<file path="src/rtl/long_op_scoreboard_pkg.sv">
// Shared register-file geometry and decode helpers for the long-op scoreboard.
// Pure declarations; no logic.
package core_pkg;

   localparam int REG_IDX_W = 5;
   localparam int NREG      = 32;

   // Bit positions inside the ID-stage ftype field
   localparam int FTYPE_RS1 = 0;
   localparam int FTYPE_RS2 = 1;

   function automatic logic [NREG-1:0] onehot32(input logic [REG_IDX_W-1:0] idx);
      logic [NREG-1:0] v;
      v      = '0;
      v[idx] = 1'b1;
      return v;
   endfunction

endpackage

</file>
<file path="src/rtl/long_op_scoreboard_bank.sv">
// One 32-entry pending bitmap: set on issue, clear on writeback, lookup of three indices
// against the post-clear view. Hits are combinational; bitmap updates land on the next edge.
module scoreboard_bank
   import core_pkg::*;
#(
   parameter bit HARD_X0 = 1'b0
)
(
   input  logic                 clk,
   input  logic                 rst,
   input  logic                 set_en_i,
   input  logic [REG_IDX_W-1:0] set_idx_i,
   input  logic                 clr_en_i,
   input  logic [REG_IDX_W-1:0] clr_idx_i,
   input  logic [REG_IDX_W-1:0] rs1_idx_i,
   input  logic [REG_IDX_W-1:0] rs2_idx_i,
   input  logic [REG_IDX_W-1:0] rd_idx_i,
   output logic                 rs1_hit_o,
   output logic                 rs2_hit_o,
   output logic                 rd_hit_o,
   output logic [NREG-1:0]      busy_o
);

   // Entry 0 of a hardwired-zero file can never be set, cleared or hit
   localparam logic [NREG-1:0] LIVE_MASK =
      HARD_X0 ? {{(NREG-1){1'b1}}, 1'b0} : {NREG{1'b1}};

   logic [NREG-1:0] busy_q;
   logic [NREG-1:0] busy_d;
   logic [NREG-1:0] set_vec;
   logic [NREG-1:0] clr_vec;
   logic [NREG-1:0] eff_busy;

   always_comb begin
      set_vec  = set_en_i ? (onehot32(set_idx_i) & LIVE_MASK) : '0;
      clr_vec  = clr_en_i ? (onehot32(clr_idx_i) & LIVE_MASK) : '0;
      eff_busy = busy_q & ~clr_vec;
      // Set applied after clear: a same-cycle retire/re-issue leaves the entry owned
      busy_d   = eff_busy | set_vec;
   end

   always_ff @(posedge clk) begin
      if (rst) begin
         busy_q <= '0;
      end else begin
         busy_q <= busy_d;
      end
   end

   assign rs1_hit_o = eff_busy[rs1_idx_i];
   assign rs2_hit_o = eff_busy[rs2_idx_i];
   assign rd_hit_o  = eff_busy[rd_idx_i];
   assign busy_o    = busy_q;

endmodule

</file>
<file path="src/rtl/long_op_scoreboard.sv">
// Tracks int/FP destinations of in-flight long-latency ops and stalls ID on RAW/WAW/limit hazards.
// Stall is combinational (zero latency); busy bits and count update one edge after issue/writeback.
module long_op_scoreboard
   import core_pkg::*;
#(
   parameter int MAX_PEND = 4,
   parameter int CNT_W    = 3
)
(
   input  logic                 clk,
   input  logic                 rst,
   input  logic [REG_IDX_W-1:0] i_D_rs1_index,
   input  logic [REG_IDX_W-1:0] i_D_rs2_index,
   input  logic [1:0]           i_D_ftype,
   input  logic [REG_IDX_W-1:0] i_D_rd_index,
   input  logic                 i_D_wb_en,
   input  logic                 i_D_wb_en_f,
   input  logic                 i_D_long,
   input  logic                 i_D_valid,
   input  logic                 i_flush,
   input  logic [REG_IDX_W-1:0] i_W_rd_index,
   input  logic                 i_W_wb_en,
   input  logic                 i_W_wb_en_f,
   input  logic                 i_W_long_done,
   output logic                 o_stall,
   output logic [NREG-1:0]      o_busy_x,
   output logic [NREG-1:0]      o_busy_f,
   output logic [CNT_W-1:0]     o_pend_cnt,
   output logic                 o_err
);

   localparam logic [CNT_W-1:0] CNT_MAX = CNT_W'(MAX_PEND);

   logic             x_rs1_hit, x_rs2_hit, x_rd_hit;
   logic             f_rs1_hit, f_rs2_hit, f_rd_hit;
   logic             raw_rs1, raw_rs2, waw, full;
   logic             id_live, issue;
   logic [CNT_W-1:0] cnt_q, cnt_d;
   logic             err_q, err_d;

   scoreboard_bank #(.HARD_X0(1'b1)) u_bank_x (
      .clk       (clk),
      .rst       (rst),
      .set_en_i  (issue & i_D_wb_en),
      .set_idx_i (i_D_rd_index),
      .clr_en_i  (i_W_long_done & i_W_wb_en),
      .clr_idx_i (i_W_rd_index),
      .rs1_idx_i (i_D_rs1_index),
      .rs2_idx_i (i_D_rs2_index),
      .rd_idx_i  (i_D_rd_index),
      .rs1_hit_o (x_rs1_hit),
      .rs2_hit_o (x_rs2_hit),
      .rd_hit_o  (x_rd_hit),
      .busy_o    (o_busy_x)
   );

   scoreboard_bank #(.HARD_X0(1'b0)) u_bank_f (
      .clk       (clk),
      .rst       (rst),
      .set_en_i  (issue & i_D_wb_en_f),
      .set_idx_i (i_D_rd_index),
      .clr_en_i  (i_W_long_done & i_W_wb_en_f),
      .clr_idx_i (i_W_rd_index),
      .rs1_idx_i (i_D_rs1_index),
      .rs2_idx_i (i_D_rs2_index),
      .rd_idx_i  (i_D_rd_index),
      .rs1_hit_o (f_rs1_hit),
      .rs2_hit_o (f_rs2_hit),
      .rd_hit_o  (f_rd_hit),
      .busy_o    (o_busy_f)
   );

   always_comb begin
      raw_rs1 = i_D_ftype[FTYPE_RS1] ? f_rs1_hit : x_rs1_hit;
      raw_rs2 = i_D_ftype[FTYPE_RS2] ? f_rs2_hit : x_rs2_hit;
      waw     = (i_D_wb_en & x_rd_hit) | (i_D_wb_en_f & f_rd_hit);
      // A retiring long op frees a slot in the same cycle
      full    = i_D_long & (cnt_q == CNT_MAX) & ~i_W_long_done;
      id_live = i_D_valid & ~i_flush;
      o_stall = id_live & (raw_rs1 | raw_rs2 | waw | full);
      issue   = id_live & ~o_stall & i_D_long;
   end

   always_comb begin
      cnt_d = cnt_q;
      err_d = err_q;
      if (issue && !i_W_long_done) begin
         if (cnt_q == CNT_MAX) begin
            err_d = 1'b1;
         end else begin
            cnt_d = cnt_q + 1'b1;
         end
      end else if (i_W_long_done && !issue) begin
         if (cnt_q == '0) begin
            err_d = 1'b1;
         end else begin
            cnt_d = cnt_q - 1'b1;
         end
      end
   end

   always_ff @(posedge clk) begin
      if (rst) begin
         cnt_q <= '0;
         err_q <= 1'b0;
      end else begin
         cnt_q <= cnt_d;
         err_q <= err_d;
      end
   end

   assign o_pend_cnt = cnt_q;
   assign o_err      = err_q;

endmodule

</file>
<file path="config.mk">
export PLATFORM = sky130hd
export DESIGN_NAME = long_op_scoreboard
export DESIGN_NICKNAME = d
export VERILOG_FILES = /design/src/rtl/long_op_scoreboard_pkg.sv /design/src/rtl/long_op_scoreboard_bank.sv /design/src/rtl/long_op_scoreboard.sv
export SDC_FILE = /design/constraint.sdc
export NUM_CORES = 1
export LEC_CHECK = 0
export CAP_MARGIN = 20
export CORE_UTILIZATION = 52
export DETAILED_ROUTE_END_ITERATION = 12
export PLACE_DENSITY = 0.81
export REMOVE_ABC_BUFFERS = 1
export SYNTH_ARGS = -nofsm -noshare
export SYNTH_HDL_FRONTEND = slang
export SYNTH_SLANG_ARGS = --single-unit
export TNS_END_PERCENT = 5
</file>
<file path="constraint.sdc">
create_clock -name clk -period 5.1 [get_ports clk]
set_input_delay 1.02 -clock clk [delete_from_list [all_inputs] [get_ports clk]]
set_output_delay 1.02 -clock clk [all_outputs]
set_load 0.1 [all_outputs]
</file>
==> out/summary.txt <==
Critical Path AT - 4.06 ns
Clk sink count - 67
Post-synthesis sequential area ratio - 28.06%
Placement row count - 34
Ys async rst share - 0%
Final WL - 23.93 mm
Worst r2r dst - o_pend_cnt[2]
Slew Limit Fails - 0
First-pass GRT wire length - 35.40 mm
CTS Hold Bufs - 0
Status - finished with violations
ANT nets after route - 0
Total number of H-tree levels - 3
Post-Place Cell Area - 0.006739 mm^2
# DRC - 3
Ports - 101
Worst slew pin tran - 1.229 ns
Syn Inst Count - 543
Hold Path End - o_err
Fmax - 0.1968 GHz
Routed via count - 6362
Peak supply drop - 200.3 uV
Primary FF master, synth - dfxtp_1
R2R depth - 16
Chip Height - 97.87 um
Min-delay src - o_err
Met2 Resource Use GR - 74.65%
Placeable Area - 0.008806 mm^2
Antenna Cells - 0
Busiest layer in global routing - met2
Seq cells post-synth - 67
Critical Path Fanout Max - 8
Hold path depth - 2
Total track usage - 49.05%
Initial DRC count - 831
Number of enable flip-flop cells after synthesis - 0
R2r startpoint - u_bank_x.busy_o[3]
# setup viols final - 0
Final HPWL DP - 16.94 mm
Post-route setup TNS - 0 ns
WS Path Type - in2out
Final Wtd Congestion - 1.063
Leak pwr - 2.459 nW
FILL cells - 561
Period minus WS final - 5.083 ns
Max Root-Sink Buffers - 2
Slew headroom - 17.78%
Number of I/O port buffers - 99
Root Driver - clkbuf_8
Post-route cell area - 0.007071 mm^2
Skew final - 0.01630 ns
CTS clock-pin slew for the worst setup and hold paths - 0.08 ns
Power Dens Cells - 202.5 mW/mm^2
Layout net count - 783
CP endpoint kind - primary output
Syn_area_per_cell - 8.802 um^2
Routed wire per std cell - 27.77 um
Largest net degree at the start of global routing - 54
Most common cell after layout, fill and taps aside - buf_4
Hold Fails Final Rpt - 0
Share of cells above drive strength 1 - 31.56%
FF-to-FF setup slack - 1.38 ns
Post-synth cell types - 70
YS warnings - 0
Via-to-Cell Ratio - 7.381
Total Die Area - 0.009579 mm^2
Synth-to-Final Area Change - 47.93%
Total global routing overflow - 0
Initial Util - 54.28%
Max-capacitance violation count - 0
Insertion delay to the later sink of the worst-skew pair - 0.37 ns
Drt pass-1 iters - 10
CTS tree - done
Commonest non-fill, non-tap cells in the layout - buf_4 (137), clkdlybuf4s50_1 (88), dfxtp_1 (67), nand2_1 (45), o22ai_1 (39)
Critical Path RT - 4.08 ns
Initial antenna violation count - 0
Die width - 97.87 um
Post-Syn Area - 0.004780 mm^2
Worst hold path type - reg2reg
Violated checks - DRC
Final period utilization - 99.66%
Grt met1 use - 60.29%
Cts bufs inserted - 9
Vias in the first global route - 6197
Startpoint class of the critical path - input port
GR Util met3 - 15.96%
-- worst max-delay path: stages --
cell and delay [ns]:
dlygate4sd2_1 0.39, nand4_1 0.32, buf_4 0.28, o21a_1 0.24
mux4_2 0.47, o21a_1 0.20, o31a_1 0.11, or4b_1 0.55
nor2_1 0.21, nor3b_2 0.10, buf_12 0.17
-- registers in the layout (all words and copies together) (netlist names) --
| signal | flops |
|---|---|
| o_err | 1 |
| o_pend_cnt | 3 |
| u_bank_x.busy_o | 31 |
| u_bank_f.busy_o | 32 |
-- cells by family (layout without fill, tap and decap cells) --
| group | count (synthesis) | in the layout | share of synthesized area, % |
|---|---|---|---|
| buffers and inverters | 59 | 270 | 6.100 |
| AOI/OAI and AO/OA | 220 | 220 | 33.35 |
| DFF | 67 | 67 | 28.06 |
| xor gates and xnor gates | 3 | 3 | 0.5498 |
| and+or+nand+nor | 155 | 155 | 17.51 |
| other | 1 | 1 | 0.07846 |
| adders and majority gates | 2 | 2 | 0.6806 |
| muxes | 36 | 36 | 13.66 |
-- metrics by stage --
stage	total power, W	utilization [%]	hold slack [ns]	worst slack [ns]	instances
final	0.001432	80.29	0.4810	0.01748	862
after global routing	0.001465	80.29	0.5426	-0.04830	862
after CTS	0.001397	79.55	0.4858	0.009992	861
after detailed placement	0.0009311	76.53	0.4638	-0.5437	840
after global placement	0.0009233	76.53	0.4730	-0.3802	840
after floorplan	0.0007541	-	0.9208	-1.057	497
-- how the worst max path moves through the flow --
stage | start | endpoint | slack, ns
after floorplan | i_W_long_done | o_stall | -1.06
after global placement | i_W_long_done | o_pend_cnt[2] | -0.38
after detailed placement | i_W_long_done | o_pend_cnt[2] | -0.54
after CTS | i_W_rd_index[4] | o_stall | 0.01
after global routing | i_W_rd_index[2] | o_stall | -0.05
final | i_W_rd_index[0] | o_stall | 0.02
-- report_power, final --
part / internal [W] / switching (W)
Clock: 0.000229 / 0.000255
Sequential: 0.000533 / 0.0000155
Combinational: 0.000137 / 0.000262
-- synthesized netlist by cell type (all sizes together), types with 9 or more instances --
master  number  area, um^2
mux4        23       518.0
o211ai      17       127.6
nand2       45       168.9
nor2        31       116.4
dfxtp       67        1341
a21oi       12       60.06
mux2i        9       90.09
clkbuf      28       105.1
o21ai       70       350.3
buf         18       137.6
o22ai       69       619.3
inv         10       37.54
-- area by class of cell --
| type | count | area [um^2] | share of cell area (%) |
|---|---|---|---|
| Sequential cell | 67 | 1341 | 18.97 |
| Clock inverter | 7 | 76.32 | 1.079 |
| Inverter | 13 | 48.80 | 0.6901 |
| Timing Repair Buffer | 241 | 2112 | 29.87 |
| Multi-Input combinational cell | 417 | 3233 | 45.73 |
| Tap cell | 108 | 135.1 | 1.911 |
| Clock buffer | 9 | 123.9 | 1.752 |
-- per-layer routing --
layer	part of all wire, %	vias to the layer above	wire length, um
met5	0	-	0
met3	14	211	3462
met2	43	661	10240
met1	35	2934	8380
met4	7.7	0	1853
li1	-	2556	-
-- timing repair --
| action | CTS | global route |
|---|---|---|
| cloned | 0 | 0 |
| endpoints found under the setup margin | 4 | 4 |
| pin swaps | 4 | 3 |
| buffers inserted | 5 | 1 |
| resized for setup | 29 | 23 |
No activity file was read; power rests on OpenSTA's default activity.
